### src/rtl/cla_pipe_adder.sv
// Pipelined adder: one SLICE-bit carry-lookahead slice per stage, skewed operands,
// with a single global advance shared by every stage and by both handshakes.
module cla_pipe_adder #(
  parameter int unsigned WIDTH = 16,
  parameter int unsigned SLICE = 4
) (
  input  logic             clk,
  input  logic             rst_n,
  input  logic             in_valid,
  output logic             in_ready,
  input  logic [WIDTH-1:0] a,
  input  logic [WIDTH-1:0] b,
  input  logic             cin,
  output logic             out_valid,
  input  logic             out_ready,
  output logic [WIDTH-1:0] sum,
  output logic             cout,
  output logic             ovf
);

  localparam int unsigned STAGES = WIDTH / SLICE;
  // Operand registers are only needed between stages; the last stage consumes the final slice.
  localparam int unsigned OP_REGS = (STAGES > 1) ? STAGES - 1 : 1;

  if ((WIDTH % SLICE) != 0) begin : g_width_check
    $error("cla_pipe_adder: WIDTH must be a multiple of SLICE");
  end

  // Flattened lookahead: every carry is a sum of generate terms gated by propagate runs.
  function automatic logic [SLICE:0] cla_slice(input logic [SLICE-1:0] x,
                                               input logic [SLICE-1:0] y,
                                               input logic             ci);
    logic [SLICE-1:0] g;
    logic [SLICE-1:0] p;
    logic [SLICE:0]   c;
    logic             t;
    g = x & y;
    p = x ^ y;
    c = '0;
    for (int unsigned i = 0; i <= SLICE; i++) begin
      t = ci;
      for (int unsigned j = 0; j < i; j++) t = t & p[j];
      c[i] = t;
      for (int unsigned j = 0; j < i; j++) begin
        t = g[j];
        for (int unsigned m = j + 1; m < i; m++) t = t & p[m];
        c[i] = c[i] | t;
      end
    end
    return {c[SLICE], p ^ c[SLICE-1:0]};
  endfunction

  logic             r_vld [STAGES];
  logic [WIDTH-1:0] r_a   [OP_REGS];
  logic [WIDTH-1:0] r_b   [OP_REGS];
  logic [WIDTH-1:0] r_s   [STAGES];
  logic             r_c   [STAGES];
  logic             r_ovf;

  logic             w_adv;
  logic             w_v_in [STAGES];
  logic [WIDTH-1:0] w_a_in [STAGES];
  logic [WIDTH-1:0] w_b_in [STAGES];
  logic [WIDTH-1:0] w_s_nx [STAGES];
  logic             w_c_nx [STAGES];
  logic             w_ovf_nx;

  assign w_adv     = !out_valid || out_ready;
  assign in_ready  = w_adv;
  assign out_valid = r_vld[STAGES-1];
  assign sum       = r_s[STAGES-1];
  assign cout      = r_c[STAGES-1];
  assign ovf       = r_ovf;

  // Per-stage slice add: stage 0 reads the ports, later stages read their predecessor.
  always_comb begin
    logic [SLICE:0]   res;
    logic             ci;
    logic [WIDTH-1:0] s_in;
    res      = '0;
    ci       = cin;
    s_in     = '0;
    w_ovf_nx = 1'b0;

    w_v_in[0] = in_valid;
    w_a_in[0] = a;
    w_b_in[0] = b;
    res       = cla_slice(a[SLICE-1:0], b[SLICE-1:0], cin);
    w_s_nx[0] = '0;
    w_s_nx[0][SLICE-1:0] = res[SLICE-1:0];
    w_c_nx[0] = res[SLICE];

    for (int unsigned k = 1; k < STAGES; k++) begin
      w_v_in[k] = r_vld[k-1];
      w_a_in[k] = r_a[k-1];
      w_b_in[k] = r_b[k-1];
      ci        = r_c[k-1];
      s_in      = r_s[k-1];
      res       = cla_slice(w_a_in[k][k*SLICE +: SLICE], w_b_in[k][k*SLICE +: SLICE], ci);
      w_s_nx[k] = s_in;
      w_s_nx[k][k*SLICE +: SLICE] = res[SLICE-1:0];
      w_c_nx[k] = res[SLICE];
    end

    // Carry into the MSB is a^b^sum at that bit; XOR with carry-out gives signed overflow.
    w_ovf_nx = w_a_in[STAGES-1][WIDTH-1] ^ w_b_in[STAGES-1][WIDTH-1]
             ^ w_s_nx[STAGES-1][WIDTH-1] ^ w_c_nx[STAGES-1];
  end

  // Pipeline registers: valid bits shift on every advance; data only follows real tokens,
  // so the output keeps its last result while bubbles pass through.
  always_ff @(posedge clk or negedge rst_n) begin
    if (!rst_n) begin
      for (int unsigned k = 0; k < STAGES; k++) begin
        r_vld[k] <= 1'b0;
        r_s[k]   <= '0;
        r_c[k]   <= 1'b0;
      end
      for (int unsigned k = 0; k < OP_REGS; k++) begin
        r_a[k] <= '0;
        r_b[k] <= '0;
      end
      r_ovf <= 1'b0;
    end else if (w_adv) begin
      for (int unsigned k = 0; k < STAGES; k++) begin
        r_vld[k] <= w_v_in[k];
        if (w_v_in[k]) begin
          r_s[k] <= w_s_nx[k];
          r_c[k] <= w_c_nx[k];
        end
      end
      for (int unsigned k = 0; k < STAGES - 1; k++) begin
        if (w_v_in[k]) begin
          r_a[k] <= w_a_in[k];
          r_b[k] <= w_b_in[k];
        end
      end
      if (w_v_in[STAGES-1]) r_ovf <= w_ovf_nx;
    end
  end

endmodule

### config.mk
export PLATFORM = sky130hd
export DESIGN_NAME = cla_pipe_adder
export DESIGN_NICKNAME = d
export VERILOG_FILES = /design/src/rtl/cla_pipe_adder.sv
export SDC_FILE = /design/constraint.sdc
export NUM_CORES = 1
export LEC_CHECK = 0
export ABC_AREA = 1
export BUFFER_PORTS_ARGS = -buffer_cell sky130_fd_sc_hd__clkbuf_2
export CORE_UTILIZATION = 57
export CTS_CLUSTER_SIZE = 8
export DETAILED_ROUTE_END_ITERATION = 8
export PLACE_DENSITY = 0.79
export SKIP_LAST_GASP = 1
export SLEW_MARGIN = 30
export SYNTH_ARGS = -nofsm -noshare
export SYNTH_HDL_FRONTEND = slang
export SYNTH_SLANG_ARGS = --single-unit
### constraint.sdc
create_clock -name clk -period 1.7 [get_ports clk]
set_input_delay 0.255 -clock clk [delete_from_list [all_inputs] [get_ports clk]]
set_output_delay 0.255 -clock clk [all_outputs]
set_load 0.05 [all_outputs]
==> impl_metrics.py, run 1 <==
metrics = {
    "placed_design": {
        "pre_cts_slack_ns": 0.09603,
        "io_buffers": 56,
        "place_congestion": 0.7793,
        "place_area_um2": 4687,
        "dpl.hpwl_um": 5554,
        "dp_cells": 620,
    },
    "pwr": {
        "power_frac_clock": 0.172,
        "ir_worst_vdd_mv": 0.7689,
        "p_int_uw": 5069,
        "power_uw": 8712,
        "power.density_nw_per_um2": 1763,
        "swShare": 0.4182,
        "p_seq_frac": 0.423,
        "power_leakage_uw": 0.002692,
        "share_comb_of_total_power": 0.405,
        "p_sw_uw": 3644,
    },
    "yosys": {
        "synth-adder-area-share": 0.07451,
        "synth.distinct_cells": 22,
        "synthMuxAreaShare": 0,
        "synth_cells": 489,
        "synth_nets": 550,
        "synth_area_leaders": "dfrtp_1 (55%), nand2_1 (18%), ha_1 (5.6%)",
        "yosys_warnings": 0,
        "ys.flop_type": "dfrtp_1",
        "syn_area_um2": 4433,
        "synth_enable_flop_cells": 0,
        "synth-simple-area-share": 0.2179,
        "yosys-top-cells-count": "nand2_1 (209), dfrtp_1 (97), inv_1 (40), o21ai_0 (38), ha_1 (20)",
        "yosysTopAreaCell": "dfrtp_1",
        "syn_area_per_cell_um2": 9.065,
        "seq_area_frac_synth": 0.5476,
        "synthArstFlopShare": 1.000,
        "yosys.area_share.xor_xnor": 0.007903,
        "yosysTopAreaCellShare": 0.5476,
        "synth_compound_area_frac": 0.06238,
        "synth-seq-cells": 97,
        "synth_top_family_by_area": "simple AND/OR/NAND/NOR gates",
        "synth_most_common_cell": "nand2_1",
    },
    "floorplanning": {
        "pin_count": 57,
        "core.rowCount": 31,
        "start_util": 0.6015,
        "die_w_um": 90.19,
        "die_area_um2": 8134,
        "die_y_um": 90.19,
        "coreArea_um2": 7370,
    },
    "timing": {
        "setup_viol": 0,
        "post-route-period-util": 0.9316,
        "finClkSkew_ns": 0.01004,
        "slew_headroom": 0.7495,
        "grt_setup_unrepaired": "true",
        "timing.final.ws_setup_ns": 0.1163,
        "fin_crit_ns": 1.584,
        "tightestPinTransition_ns": 0.3753,
        "whs_ns": 0.09012,
        "drv_slew": 0,
        "hold_violations": 0,
        "max_freq_mhz": 631.4,
    },
    "finish": {
        "area_delta_synth_final_pct": 11.49,
        "seq_area_um2": 2427,
        "multiInputGateArea_um2": 1615,
        "n_antenna_cell": 0,
        "final_cell_area_um2": 4942,
        "layoutNonFillerInstCount": 640,
        "final_nets": 597,
        "drive_above_1_share": 0.1848,
        "fillers": 612,
    },
    "flow_run": {
        "cap_violations": 0,
    },
    "clocking": {
        "clkTransAtPathRegs_ns": 0.09,
        "ctsHtreeMaxLevel": 3,
        "worstSkewPairLatency_ns": 0.36,
        "numCtsBuffers": 9,
        "tritoncts": "done",
        "cts-root-buf": "clkbuf_8",
        "clock_path_buffers": 2,
        "numClockSinks": 97,
    },
    "critical_path": {
        "regToRegSetupSlack_ns": 0.12,
        "setup.worst_path.class": "reg2reg",
        "path_cells": "ha_1 > ha_1 > nand2_1 > nand3b_1 > nand2_2 > nand2_1 > nand2_1 > nand2_1 > nand2_1 > nand2_1",
        "cpMostUsedCell": "nand2_1",
        "crit_family": "simple AND/OR/NAND/NOR gates",
        "path_buf_inv": 0,
        "end_kind": "flip-flop",
        "worstPathRequired_ns": 1.96,
        "cp.arrival_ns": 1.84,
        "cp_max_fo": 4,
        "crit_path_start_kind": "flip-flop",
        "critPathMaxStageDelay_ns": 0.42,
        "crit_slowest_cell": "dfrtp_1",
    },
    "grt": {
        "grt_usage": 0.2114,
        "grt-ovfl-total": 0,
        "grt_pass1_wl_um": 13720,
        "antenna_found_initial": 0,
        "grt_pass1_vias": 3169,
        "grt_max_degree": 46,
    },
    "route": {
        "drt-wirelength-per-cell_um": 11.77,
        "drt_iter0_markers": 121,
        "vias": 3104,
        "ant_nets": 0,
        "wl_um": 7534,
        "via_per_inst": 4.850,
        "drt_drc_violations_left": 0,
        "drt_pre_antenna_iters": 4,
    },
    "min_path": {
        "hp-class": "in2reg",
    },
    "status": {
        "status": "finished, final reports clean",
    },
}
==> state kept, by name, summed over array words and instances, names as in the netlist <==
signal     count
r_a           24
r_b           24
r_s           24
sum           16
r_c            3
r_vld          3
cout           1
out_valid      1
ovf            1
==> per-layer routing <==
metal	wire length, µm	global-route usage
met1	3599	0.2793
met3	206	0.03215
met2	3605	0.3492
met4	123	0.09005
met5	0	0
==> path summary, 6_finish.rpt <==
check                           cells past startpoint  startpoint      end
worst min register to register                      2      sum[6]   sum[6]
min in group asynchronous                           2       rst_n  r_a[46]
max in group asynchronous                           3       rst_n  r_s[39]
worst max register to register                     10     r_a[12]     cout
worst max-delay path                               10     r_a[12]     cout
worst min-delay path                                3        a[5]  r_a[37]
==> timing repair <==
action	4_1_cts	5_1_grt
setup buffers	1	2
cloned	0	0
endpoints found under the hold margin	14	0
pin swaps	1	0
hold buffers	1	0
endpoints found under the setup margin	1	7
gates resized for setup	2	6
==> area by class of cell <==
type                    instances  share of cell area
inverters                      44             0.03392
clock inverters                 5             0.01266
clock buffers                  11             0.02861
flip-flops and latches         97              0.4911
multi-input cells             315              0.3268
well taps                      99             0.02506
repair buffers                 69             0.08177
==> per-stage QoR <==
stage	setup TNS, ns	utilization
final	0	0.6706
after global routing	-0.03899	0.6706
after CTS	0	0.6672
after detailed placement	0	0.6360
after global placement	0	0.6360
after floorplan	0	-
==> power groups by stage <==
stage               sequential, µW  combinational [µW]  clock, µW
floorplan                     3690                2900          0
detailed placement            3740                3450          0
global route                  3790                4010       1640
global placement              3690                3330          0
finish                        3690                3520       1500
CTS                           3690                3510       1530
==> placed cells by master (no fill, tap or decap), types with 5 or more instances in the layout <==
cell type | Yosys | routed
nand2_1 | 209 | 206
dfrtp_1 | 97 | 97
clkbuf_2 | 0 | 54
inv_1 | 40 | 39
o21ai_0 | 38 | 38
ha_1 | 20 | 20
buf_4 | 17 | 12
clkbuf_8 | 0 | 11
o21ai_1 | 9 | 9
nand3_1 | 9 | 9
nor2_1 | 5 | 5
==> cell families after synthesis <==
kind of cell    count (synthesis)
compound gates                 52
xor+xnor                        4
fa+ha+maj                      24
buf+inv                        77
flops                          97
simple gates                  235
==> worst reg2reg max path, stage by stage (launching register included) <==
cell and delay [ns]:
dfrtp_1 0.42, ha_1 0.31, ha_1 0.19, nand2_1 0.07, nand3b_1 0.10, nand2_2 0.10
nand2_1 0.07, nand2_1 0.06, nand2_1 0.06, nand2_1 0.06, nand2_1 0.04
No activity file was read; power rests on OpenSTA's default activity.
==> inputs of run 2 (changes only) <==
--- a/config.mk
+++ b/config.mk
@@ -7,10 +7,10 @@
 export LEC_CHECK = 0
 export ABC_AREA = 1
 export BUFFER_PORTS_ARGS = -buffer_cell sky130_fd_sc_hd__clkbuf_2
-export CORE_UTILIZATION = 57
+export CORE_UTILIZATION = 60
 export CTS_CLUSTER_SIZE = 8
 export DETAILED_ROUTE_END_ITERATION = 8
-export PLACE_DENSITY = 0.79
+export PLACE_DENSITY = 0.82
 export SKIP_LAST_GASP = 1
 export SLEW_MARGIN = 30
 export SYNTH_ARGS = -nofsm -noshare
==> constraint.sdc (replaced) <==
create_clock -name clk -period 2.1 [get_ports clk]
set_input_delay 0.315 -clock clk [delete_from_list [all_inputs] [get_ports clk]]
set_output_delay 0.315 -clock clk [all_outputs]
set_load 0.05 [all_outputs]
==> run 2 against run 1 <==
First-iteration DRC count up 42%. Clock-buffer cell count is 1 lower. Total power is 21% lower. Worst hold slack improved by 0.060 ns. Sequential share of layout area rose by 1.0 points. Die area decreased by 4.9%. Critical endpoint is now in_ready. Largest power group unchanged.
==> impl_metrics.py, run 2 (synthesis results as in run 1) <==
metrics = {
    "grt": {
        "grtUsageMet1": 0.2833,
        "grt_usage": 0.2161,
        "grt_pass1_wl_um": 12850,
        "grt-ovfl-total": 0,
        "grt_max_degree": 45,
        "grt_pass1_vias": 2951,
        "grtUsageMet2": 0.3524,
        "grt_util_met3": 0.03864,
        "antenna_found_initial": 0,
        "busiest_layer": "met2",
    },
    "placed_design": {
        "place_congestion": 0.7832,
        "dp_cells": 612,
        "dpl.hpwl_um": 5348,
        "io_buffers": 56,
        "pre_cts_slack_ns": 0.4982,
    },
    "clocking": {
        "clock_path_buffers": 2,
        "numClockSinks": 97,
        "ctsHtreeMaxLevel": 3,
        "numCtsBuffers": 9,
        "tritoncts": "done",
        "cts-root-buf": "clkbuf_8",
        "clkTransAtPathRegs_ns": 0.09,
        "cts_setup_buffers": 0,
        "worstSkewPairLatency_ns": 0.36,
    },
    "finish": {
        "layout.cells.most_common": "nand2_1",
        "final_nets": 589,
        "drive_above_1_share": 0.1635,
        "fillers": 542,
        "n_antenna_cell": 0,
        "layoutNonFillerInstCount": 628,
        "most-common-layout-cells": "nand2_1 (209), dfrtp_1 (97), clkbuf_2 (55)",
        "seq_area_um2": 2427,
        "multiInputGateArea_um2": 1608,
        "biggestRegsByFlops": "r_a (24), r_b (24), r_s (24)",
        "area_delta_synth_final_pct": 9.173,
    },
    "critical_path": {
        "crit_path_start_kind": "flip-flop",
        "cp.arrival_ns": 1.41,
        "worstPathRequired_ns": 1.78,
        "critPathMaxStageDelay_ns": 0.39,
        "end_kind": "primary output",
        "crit_slowest_cell": "dfrtp_1",
        "setup.worst_path.class": "reg2out",
        "crit_family": "buffers and inverters",
        "path_buf_inv": 3,
        "cpMostUsedCell": "inv_1",
        "cp_max_fo": 5,
        "path_cells": "inv_1 > nor2_8 > inv_1 > clkbuf_2",
    },
    "route": {
        "drt_pre_antenna_iters": 7,
        "via_per_inst": 4.893,
        "vias": 3073,
        "drt-wirelength-per-cell_um": 11.77,
        "drt_drc_violations_left": 0,
        "drt_iter0_markers": 172,
        "ant_nets": 0,
        "wl_um": 7393,
    },
    "flow_run": {
        "cap_violations": 0,
    },
    "timing": {
        "setup_viol": 0,
        "fin_crit_ns": 1.728,
        "timing.final.ws_setup_ns": 0.3718,
        "post-route-period-util": 0.8230,
        "finClkSkew_ns": 0.01228,
        "max_freq_mhz": 578.6,
        "setup_tns_ns": 0,
        "slew_headroom": 0.6615,
        "drv_slew": 0,
        "tightestPinTransition_ns": 0.5078,
        "grt_setup_unrepaired": "false",
        "hold_violations": 0,
    },
    "pwr": {
        "power.density_nw_per_um2": 1417,
        "ir_worst_vdd_mv": 0.5176,
        "power_leakage_uw": 0.002644,
    },
    "min_path": {
        "hp-class": "in2reg",
    },
    "floorplanning": {
        "die_area_um2": 7736,
        "die_w_um": 87.96,
        "core.rowCount": 30,
        "die_y_um": 87.96,
        "start_util": 0.6349,
        "coreArea_um2": 6982,
        "pin_count": 57,
    },
    "status": {
        "status": "finished, final reports clean",
    },
}
==> run 2: changes by cell type in the layout (fill, tap and decap cells not counted) <==
cell | before | now
clkinv_2 | 0 | 2
nand2_1 | 206 | 209
buf_4 | 12 | 4
clkbuf_2 | 54 | 55
inv_1 | 39 | 40
inv_4 | 1 | 0
clkbuf_8 | 11 | 9
nand2_2 | 3 | 0
clkinvlp_4 | 2 | 1
clkinv_4 | 1 | 0
==> run 2: routing by layer <==
metal  wire (µm)  vias up  share of wire
met4         129        0          0.017
met1        3591     1421           0.49
met5           0        -              0
met3         249       10          0.034
li1            -     1579              -
met2        3423       63           0.46
==> run 2: worst paths after layout <==
path / start / to / slack, ns / depth (start not counted)
setup / recovery: out_valid / in_ready / 0.37 / 4
hold / removal: b[15] / r_b[47] / 0.15 / 3
setup reg to reg: r_a[36] / r_c[2] / 0.49 / 10
hold reg to reg: r_b[41] / r_b[41] / 0.48 / 2
max in group asynchronous: rst_n / r_b[41] / 1.02 / 3
min in group asynchronous: rst_n / r_a[25] / 0.48 / 2
==> run 2: worst register-to-register path: cells and delay by family (launching register included) <==
kind / cells / cell delay, ns
simple gates: 8 / 0.57
fa+ha+maj: 2 / 0.49
flops: 1 / 0.43
==> run 2: cell type report <==
class	instances	area share
sequential	97	0.5016
multi-input combinational	315	0.3322
timing repair buffer	61	0.06929
inverter	44	0.03413
clock buffer	10	0.02637
tap	96	0.02482
clock inverter	5	0.01163
==> run 2: report_power, final <==
part           total (µW)  internal, µW  switching [µW]
sequential           2980          2590             389
clock                1150           545             608
combinational        2720           834            1890
total                6860          3970            2890
==> run 2: through the flow <==
step	total power, µW	util	hold slack, ns	area, µm²
CTS	6910	0.6932	0.1402	4840
global placement	5635	0.6654	0.3121	4646
detailed placement	5751	0.6654	0.3250	4646
finish	6859	0.6932	0.1503	4840
global route	7421	0.6932	0.1437	4840
floorplan	5340	-	0.01941	4433
==> run 2: what timing repair did <==
| action | CTS | global route |
|---|---|---|
| hold buffers | 1 | 0 |
| hold endpoints to repair | 38 | 0 |
| gates resized for setup | 0 | 0 |
| setup endpoints to repair | 0 | 0 |
==> inputs of run 3 (changes only) <==
--- a/config.mk
+++ b/config.mk
@@ -7,10 +7,10 @@
 export LEC_CHECK = 0
 export ABC_AREA = 1
 export BUFFER_PORTS_ARGS = -buffer_cell sky130_fd_sc_hd__clkbuf_2
-export CORE_UTILIZATION = 60
+export CORE_UTILIZATION = 52
 export CTS_CLUSTER_SIZE = 8
 export DETAILED_ROUTE_END_ITERATION = 8
-export PLACE_DENSITY = 0.82
+export PLACE_DENSITY = 0.76
 export SKIP_LAST_GASP = 1
 export SLEW_MARGIN = 30
 export SYNTH_ARGS = -nofsm -noshare
==> constraint.sdc (replaced) <==
create_clock -name clk -period 1.4 [get_ports clk]
set_input_delay 0.21 -clock clk [delete_from_list [all_inputs] [get_ports clk]]
set_output_delay 0.21 -clock clk [all_outputs]
set_load 0.05 [all_outputs]
==> run 3 against run 2 <==
Critical endpoint is now r_c[2]. The run now ends with setup timing left. Design area rose by 7.3%. Global-route usage down 1.2 points. Critical path depth is 6 higher. Clock skew fell by 0.0024 ns. Wire length is 7.0% higher. Sequential share of layout area decreased by 3.4 points. Utilization shrank 6.1 points. Highest routed layer unchanged. Worst hold slack worse by 0.11 ns.
==> impl_metrics.py, run 3 (synthesis results as in run 1) <==
metrics = {
    "finish": {
        "n_antenna_cell": 0,
        "drive_above_1_share": 0.2464,
        "area_delta_synth_final_pct": 17.13,
        "final_nets": 612,
        "layoutNonFillerInstCount": 661,
        "final_cell_area_um2": 5192,
        "most-common-layout-cells": "nand2_1 (200), dfrtp_1 (96), clkbuf_2 (54)",
        "biggestRegsByFlops": "r_a (24), r_b (24), r_s (24)",
        "layout.cells.most_common": "nand2_1",
        "post-route-util": 0.6319,
    },
    "clocking": {
        "tritoncts": "done",
        "numCtsBuffers": 9,
        "cts-root-buf": "clkbuf_8",
        "clkTransAtPathRegs_ns": 0.09,
        "clock_path_buffers": 2,
        "numClockSinks": 97,
        "worstSkewPairLatency_ns": 0.36,
        "ctsHtreeMaxLevel": 3,
    },
    "floorplanning": {
        "core.rowCount": 33,
        "die_area_um2": 8898,
        "die_w_um": 94.33,
        "pin_count": 57,
        "die_y_um": 94.33,
        "start_util": 0.5395,
        "coreArea_um2": 8217,
    },
    "timing": {
        "tightestPinTransition_ns": 0.3288,
        "max_freq_mhz": 638.8,
        "post-route-period-util": 1.118,
        "finClkSkew_ns": 0.009919,
        "drv_slew": 0,
        "hold_violations": 0,
        "timing.final.ws_setup_ns": -0.1653,
        "setup_viol": 7,
        "fin_crit_ns": 1.565,
        "setup_tns_ns": -0.5989,
        "grt_setup_unrepaired": "true",
        "slew_headroom": 0.7805,
    },
    "status": {
        "violations": "setup timing",
        "status": "finished with violations",
    },
    "critical_path": {
        "cp_max_fo": 3,
        "end_kind": "flip-flop",
        "crit_family": "simple AND/OR/NAND/NOR gates",
        "cpMostUsedCell": "nand2_2",
        "path_buf_inv": 0,
        "crit_slowest_cell": "dfrtp_1",
        "setup.worst_path.class": "reg2reg",
        "crit_path_start_kind": "flip-flop",
        "path_cells": "ha_1 > ha_2 > nand2_2 > nand3_2 > nand2_2 > nand2_2 > nand2_2 > nand2_1 > nand2_1 > nand2_1",
        "rr_startpoint": "r_b[36]",
        "cp.arrival_ns": 1.82,
        "worstPathRequired_ns": 1.65,
        "startpoint": "r_b[36]",
        "critPathMaxStageDelay_ns": 0.39,
    },
    "grt": {
        "grt_pass1_wl_um": 13840,
        "grt_pass1_vias": 3149,
        "grt_max_degree": 43,
        "antenna_found_initial": 0,
        "grt-ovfl-total": 0,
        "grt_usage": 0.2037,
    },
    "route": {
        "vias": 3158,
        "via_per_inst": 4.778,
        "ant_nets": 0,
        "drt_drc_violations_left": 0,
        "drt_pre_antenna_iters": 4,
        "drt_iter0_markers": 145,
        "drt-wirelength-per-cell_um": 11.96,
        "wl_um": 7907,
    },
    "flow_run": {
        "cap_violations": 0,
    },
    "pwr": {
        "ir_worst_vdd_mv": 0.7938,
        "power.density_nw_per_um2": 2154,
        "power_leakage_uw": 0.002796,
    },
    "placed_design": {
        "pre_cts_slack_ns": -0.1521,
        "dp_cells": 637,
        "place_congestion": 0.7998,
        "dpl.hpwl_um": 5666,
        "io_buffers": 56,
        "place_area_um2": 4798,
    },
    "min_path": {
        "min_from": "b[9]",
        "hp-class": "in2reg",
    },
}
## run 3: cell types whose count changed in the layout (fill, tap and decap cells not counted), moves of 4 or more
cell,before,now
nand2_2,0,9
ha_1,20,16
nand2_1,209,200
buf_4,4,21
ha_2,0,4
o21ai_0,38,33
o21ai_1,9,13
## run 3: worst paths after layout
check | end | slack [ns] | cells after the start
hold reg to reg | sum[2] | 0.48 | 2
hold / removal | r_b[41] | 0.04 | 3
max in group asynchronous | out_valid | 0.61 | 3
min in group asynchronous | r_a[41] | 0.25 | 2
setup reg to reg | r_c[2] | -0.17 | 10
setup / recovery | r_c[2] | -0.17 | 10
## run 3: through the flow
step                hold slack, ns  power, µW
global placement           0.09901       8735
finish                     0.04359      11180
detailed placement          0.1038       8930
floorplan                 -0.08559       8020
CTS                        0.03689      11060
global route               0.03591      12070
## run 3: area by class of cell
type                    count  area (µm²)
fillers                   686        3024
inverters                  44       172.7
multi-input cells         315        1692
well taps                 105       131.4
clock buffers              12       155.1
clock inverters             4       51.30
flip-flops and latches     97        2429
repair buffers             84       561.8
## run 3: routing by layer
layer,global-route usage,vias to the layer above,share of wire,routed length [µm]
met2,0.3321,58,0.48,3829
met3,0.03623,8,0.031,245
met5,0,-,0,0
li1,-,1623,-,-
met4,0.07436,0,0.014,113
met1,0.2742,1469,0.47,3719
## run 3: tightest hold or removal path, delay by kind of cell
kind / cells / cell delay, ns
AND/OR/NAND/NOR: 2 / 0.09
buffers and inverters: 1 / 0.07
## run 3: what timing repair did
| item | in CTS | in global routing |
|---|---|---|
| pin swaps | 10 | 15 |
| setup endpoints to repair | 11 | 32 |
| hold endpoints to repair | 16 | 0 |
| resized for setup | 17 | 23 |
| buffers inserted | 9 | 3 |
| hold buffers | 1 | 0 |
## run 3: report_power, final
part	switching (µW)	internal, µW	total (µW)
Combinational	3110	1760	4870
Clock	917	924	1840
Sequential	574	3890	4470
